**config.mk**
```make
export PLATFORM = sky130hd
export DESIGN_NAME = div_controller
export DESIGN_NICKNAME = d
export VERILOG_FILES = /design/src/rtl/div_controller.sv
export SDC_FILE = /design/constraint.sdc
export NUM_CORES = 1
export LEC_CHECK = 0
export CAP_MARGIN = 0
export CORE_UTILIZATION = 39
export CTS_CLUSTER_DIAMETER = 150
export DETAILED_ROUTE_END_ITERATION = 16
export PLACE_DENSITY = 0.8
export SLEW_MARGIN = 20
export SYNTH_ARGS = -nofsm -noshare
export SYNTH_HDL_FRONTEND = slang
export SYNTH_SLANG_ARGS = --single-unit
```
**constraint.sdc**
```tcl
create_clock -name clock -period 2.17 [get_ports clock]
set_input_delay 0.217 -clock clock [delete_from_list [all_inputs] [get_ports clock]]
set_output_delay 0.217 -clock clock [all_outputs]
set_load 0.01 [all_outputs]
```
**src/rtl/div_controller.sv**
```systemverilog
// Moore control sequencer for a fetch/decode/DIV instruction: fetches through MAR/MDR/IR,
// drives both source registers out, launches the divider, then writes LO/HI or reports errors.
module div_controller (
   input  logic        clock,
   input  logic        clear,
   input  logic        start,
   input  logic [31:0] ir,
   input  logic        div_done,
   input  logic        div_by_zero,
   output logic        pco,
   output logic        mari,
   output logic        pc_inc,
   output logic        pci,
   output logic        read,
   output logic        mdri,
   output logic        mdro,
   output logic        iri,
   output logic        ryi,
   output logic        div_start,
   output logic        loi,
   output logic        hii,
   output logic [15:0] reg_out,
   output logic [15:0] reg_in,
   output logic        busy,
   output logic        done,
   output logic        illegal,
   output logic        dz_err,
   output logic        timeout
);

   localparam logic [4:0] OP_DIV    = 5'b10000;
   localparam logic [5:0] CNT_LIMIT = 6'd31;

   typedef enum logic [3:0] {
      S_IDLE, S_T0, S_T1, S_T2, S_T3, S_T4, S_T5, S_WAIT, S_T6, S_T7
   } state_t;

   state_t      state_q, state_d;
   logic [5:0]  cnt_q, cnt_d;
   logic [11:0] ctl_q, ctl_d;
   logic [15:0] reg_out_q, reg_out_d;
   logic        busy_q, done_q, dz_q;
   logic        is_div;
   logic        unused_ir;

   assign is_div    = (ir[31:27] == OP_DIV);
   assign unused_ir = ^ir[18:0];

   always_comb begin
      state_d = state_q;
      unique case (state_q)
         S_IDLE:  if (start) state_d = S_T0;
         S_T0:    state_d = S_T1;
         S_T1:    state_d = S_T2;
         S_T2:    state_d = S_T3;
         S_T3:    state_d = is_div ? S_T4 : S_IDLE;
         S_T4:    state_d = S_T5;
         S_T5:    state_d = S_WAIT;
         // div_done outranks the timeout, even on the final counted cycle
         S_WAIT: begin
            if (div_done)                state_d = div_by_zero ? S_T7 : S_T6;
            else if (cnt_q == CNT_LIMIT) state_d = S_IDLE;
         end
         S_T6:    state_d = S_T7;
         S_T7:    state_d = S_IDLE;
         default: state_d = S_IDLE;
      endcase
   end

   // Strobes are registered from the next state so they line up with the state they belong to.
   always_comb begin
      ctl_d     = '0;
      reg_out_d = '0;
      unique case (state_d)
         S_T0:    ctl_d = 12'hF00;
         S_T1:    ctl_d = 12'h0C0;
         S_T2:    ctl_d = 12'h030;
         S_T4: begin
            ctl_d     = 12'h008;
            reg_out_d = 16'h0001 << ir[26:23];
         end
         S_T5: begin
            ctl_d     = 12'h004;
            reg_out_d = 16'h0001 << ir[22:19];
         end
         S_T6:    ctl_d = 12'h003;
         default: ctl_d = '0;
      endcase
   end

   assign cnt_d = (state_q == S_WAIT) ? cnt_q + 6'd1 : '0;

   always_ff @(posedge clock or posedge clear) begin
      if (clear) begin
         state_q   <= S_IDLE;
         cnt_q     <= '0;
         ctl_q     <= '0;
         reg_out_q <= '0;
         busy_q    <= 1'b0;
         done_q    <= 1'b0;
         dz_q      <= 1'b0;
      end else begin
         state_q   <= state_d;
         cnt_q     <= cnt_d;
         ctl_q     <= ctl_d;
         reg_out_q <= reg_out_d;
         busy_q    <= (state_d != S_IDLE);
         done_q    <= (state_d == S_T7);
         dz_q      <= (state_q == S_WAIT) && div_done && div_by_zero;
      end
   end

   assign {pco, mari, pc_inc, pci, read, mdri, mdro, iri, ryi, div_start, loi, hii} = ctl_q;
   assign reg_out = reg_out_q;
   assign reg_in  = '0;
   assign busy    = busy_q;
   assign done    = done_q;
   assign dz_err  = dz_q;
   // These two pulses live in the cycle that makes the decision, so they also see ir / div_done.
   assign illegal = (state_q == S_T3) && !is_div;
   assign timeout = (state_q == S_WAIT) && (cnt_q == CNT_LIMIT) && !div_done;

endmodule
```
==> results of run 1 <==
power by group through the flow:
| stage | sequential (W) | clock, W | combinational (W) |
|---|---|---|---|
| floorplan | 0.000795 | 0 | 0.000463 |
| global placement | 0.000832 | 0 | 0.000570 |
| detailed placement | 0.000836 | 0 | 0.000582 |
| CTS | 0.000824 | 0.000608 | 0.000596 |
| global route | 0.000841 | 0.000636 | 0.000657 |
| finish | 0.000828 | 0.000601 | 0.000597 |
tightest hold or removal path, stage by stage:
cell and delay [ns]:
clkdlybuf4s50_1 0.40, inv_1 0.05, buf_4 0.37
cells in the final DEF, fill, tap and decap left out, drive strengths merged, types with 2 or more instances in the layout:
cell type,n
a22o,2
nand3,4
nand2b,3
and2,2
clkdlybuf4s50,49
xor2,3
conb,16
nor3,4
buf,4
o21ai,2
and3,4
nand2,7
nor2,25
a31oi,5
nor4,2
nor3b,2
inv,9
a21oi,5
clkbuf,6
dfrtp,35
cell usage after synthesis (2+ instances only):
| cell type | count |
|---|---|
| buf_4 | 25 |
| dfrtp_1 | 35 |
| and2_1 | 2 |
| inv_1 | 9 |
| xor2_1 | 3 |
| and3_1 | 4 |
| nor3_1 | 3 |
| nor2_1 | 25 |
| a21oi_1 | 4 |
| nor3b_1 | 2 |
| a31oi_1 | 5 |
| nand2_1 | 7 |
| a22o_1 | 2 |
| nand3_1 | 3 |
| nand2b_1 | 3 |
logic make-up after synthesis:
kind of cell | Yosys count | synth area share, %
AND/OR/NAND/NOR | 61 | 20.69
buffers and inverters | 36 | 14.67
flip-flops | 35 | 54.05
AO/OA/AOI/OAI | 16 | 6.795
XOR/XNOR | 4 | 2.163
adder cells (fa/ha/maj) | 1 | 0.7721
other | 1 | 0.2314
multiplexers | 1 | 0.6178
timing repair:
item	4_1_cts	5_1_grt
setup endpoints to repair	1	1
gates resized for setup	3	1
buffers inserted	1	0
hold buffers	0	0
sequential cells by signal (all words and copies together), names as in the netlist:
signal,count
done,1
ctl_q,6
cnt_q,6
busy,1
reg_out,16
dz_err,1
state_q,4
cell type report:
class                      instances  area (um2)  share of cell area (%)
clock buffer                       6       82.58                   3.776
sequential                        35       878.3                   40.16
clock inverter                     2       35.03                   1.602
multi-input combinational         99       565.5                   25.86
inverter                           9       33.78                   1.545
timing repair buffer              54       529.3                   24.20
tap                               50       62.56                   2.860
through the flow:
stage	cells	utilization [%]	setup WS [ns]	total power (W)
finish	255	54.68	0.1899	0.002026
global route	255	54.68	0.06729	0.002134
CTS	255	54.64	0.09856	0.002029
detailed placement	246	51.45	0.1515	0.001418
global placement	246	51.45	0.1994	0.001402
floorplan	170	-	0.3578	0.001258
path summary, 6_finish.rpt:
path	endpoint	slack [ns]	cells after the start
worst max-delay path	illegal	0.19	4
worst min-delay path	reg_out[9]$_DFF_PP0_	0.32	3
worst max register to register	busy$_DFF_PP0_	0.28	5
worst min register to register	state_q[2]$_DFF_PP0_	0.53	1
max in group asynchronous	state_q[2]$_DFF_PP0_	1.51	3
min in group clock	dz_err$_DFF_PP0_	0.52	2
per-layer routing:
layer | wire length [um] | GRT usage [%] | vias up | share of wire (%)
met2 | 1500 | 23.47 | 52 | 49
met5 | 0 | 0 | - | 0
met4 | 44 | 7.979 | 0 | 1.4
li1 | - | - | 567 | -
met3 | 229 | 4.110 | 4 | 7.5
met1 | 1285 | 18.30 | 565 | 42
==> metrics.md, run 1 <==
| Metric | Value |
|---|---|
| Final setup violation count | 0 |
| CTS tree | built |
| Fraction of layout cells with a size suffix above 1 | between 10% and 20% |
| Crit path required time | 1.95 ns |
| Crit Path Class | reg2out |
| Cells after Synth | 155 |
| Initial antenna violation count | 0 |
| Crit share post-route | 91.25% |
| Startpoint Class | flip-flop |
| Final HPWL DP | 2244 um |
| Antenna diodes | 0 |
| FMAX | 505.0 MHz |
| Syn Area/Cell | 10.45 um2 |
| Main area contributors after synthesis | dfrtp_1, buf_4, nor2_1 |
| NumNets Final | 242 |
| CTS Buffer Depth | 2 |
| Max Cap Viol | 0 |
| CTS clk-pin slew, worst paths | 0.07 ns |
| Post-synth top area share | 54.05% |
| Initial DRC Count | 66 |
| H-tree lvl count | 2 |
| Fill cell count | 356 |
| Core ar. | 4000 um2 |
| Sw Share | 30.78% |
| Power Dens Cells | 926.5 nW/um2 |
| # IOs | 86 |
| Crit path DAT | about 1.8 ns |
| Ys async rst share | 100.0% |
| Post-Route WL | around 3000 um |
| DR WL/cell | 12.00 um |
| Unique masters post-synth | 38 |
| CP startpoint | state_q[2]$_DFF_PP0_ |
| Antenna-violating nets left | 0 |
| Vias in the first global route | 1,033 |
| Drt pass-1 iters | 4 |
| Final setup TNS | 0 ns |
| Max VDD drop | roughly 0.43 mV |
| Worst hold path class | in2async |
| Layout area overhead | 34.98% |
| Buffers and inverters on the worst path | 1 |
| Starting Density | between 40 and 50% |
| Main synth FF type | dfrtp_1 |
| Critical Path End Type | output pin |
| Clk sinks | 35 |
| CP Max Fanout | 10 |
| Die ar. | 4416 um2 |
| Delay-heaviest family, CP | buffers and inverters |
| GPL Wtd Cong | ~0.86 |
| Static leakage | a little over 1 nW |
| Slowest stage cell, crit path | clkdlybuf4s50_1 |
| Synth warn | 0 |
| Chip Width | 66.46 um |
| Height of the die | 66.46 um |
| Cts bufs inserted | 5 |
| Final Max Slew Viols | 0 |
| Largest stage delay, worst path | 0.56 ns |
| CP cell instances | nor2b_1, nand2_1, a21oi_1, clkdlybuf4s50_1 |
| Final instance area | 2187 um2 |
| Net switching power | 0.0006237 W |
| Seq cells post-synth | 35 |
| Hold_ws | 0.3241 ns |
| Number of synthesized flops with an enable pin | 0 |
| Internal Power | 0.001403 W |
| Clock root cell | clkbuf_8 |
| Via density | 4.659 |
| Final Hold Fails | 0 |
| Min Tclk post-route | between 1.5 and 2 ns |
| Worst reg2reg path startpoint | cnt_q[1]$_DFF_PP0_ |
| Clock Skew | 0.005013 ns |
| Total gr overflow | 0 |
| Mapped cell area | about 1600 um2 |
| First-pass GRT wire length | about 4700 um |
| Clk pwr share | between 20 and 30% |
| Vias | 1,188 |
| Port bufs | 50 |
| RSZ-0062 raised after global routing | false |
| DP Area | 2058 um2 |
| Skew-Pair Late Insertion Delay | roughly 0.29 ns |
| Total GRT Usage | between 10 and 15% |
| DRC | 0 |
| Gate power share | 29.5% |
| Row count | 23 |
| Sequential power share | 40.9% |
| Seq/Total Area, Yosys | 54.05% |
| Largest net degree at the start of global routing | 36 |
| Area leader, netlist | dfrtp_1 |
| Outcome | complete, no violations |
(Power assumes the default switching activity.)
==> run 2: changes to the inputs <==
--- a/config.mk
+++ b/config.mk
@@ -7,7 +7,7 @@
 export LEC_CHECK = 0
 export CAP_MARGIN = 0
 export CORE_UTILIZATION = 39
-export CTS_CLUSTER_DIAMETER = 150
+export CTS_CLUSTER_DIAMETER = 40
 export DETAILED_ROUTE_END_ITERATION = 16
 export PLACE_DENSITY = 0.8
 export SLEW_MARGIN = 20
==> results of run 2 <==
Same layout as run 1: the final DEF is identical, and so are final timing and power.
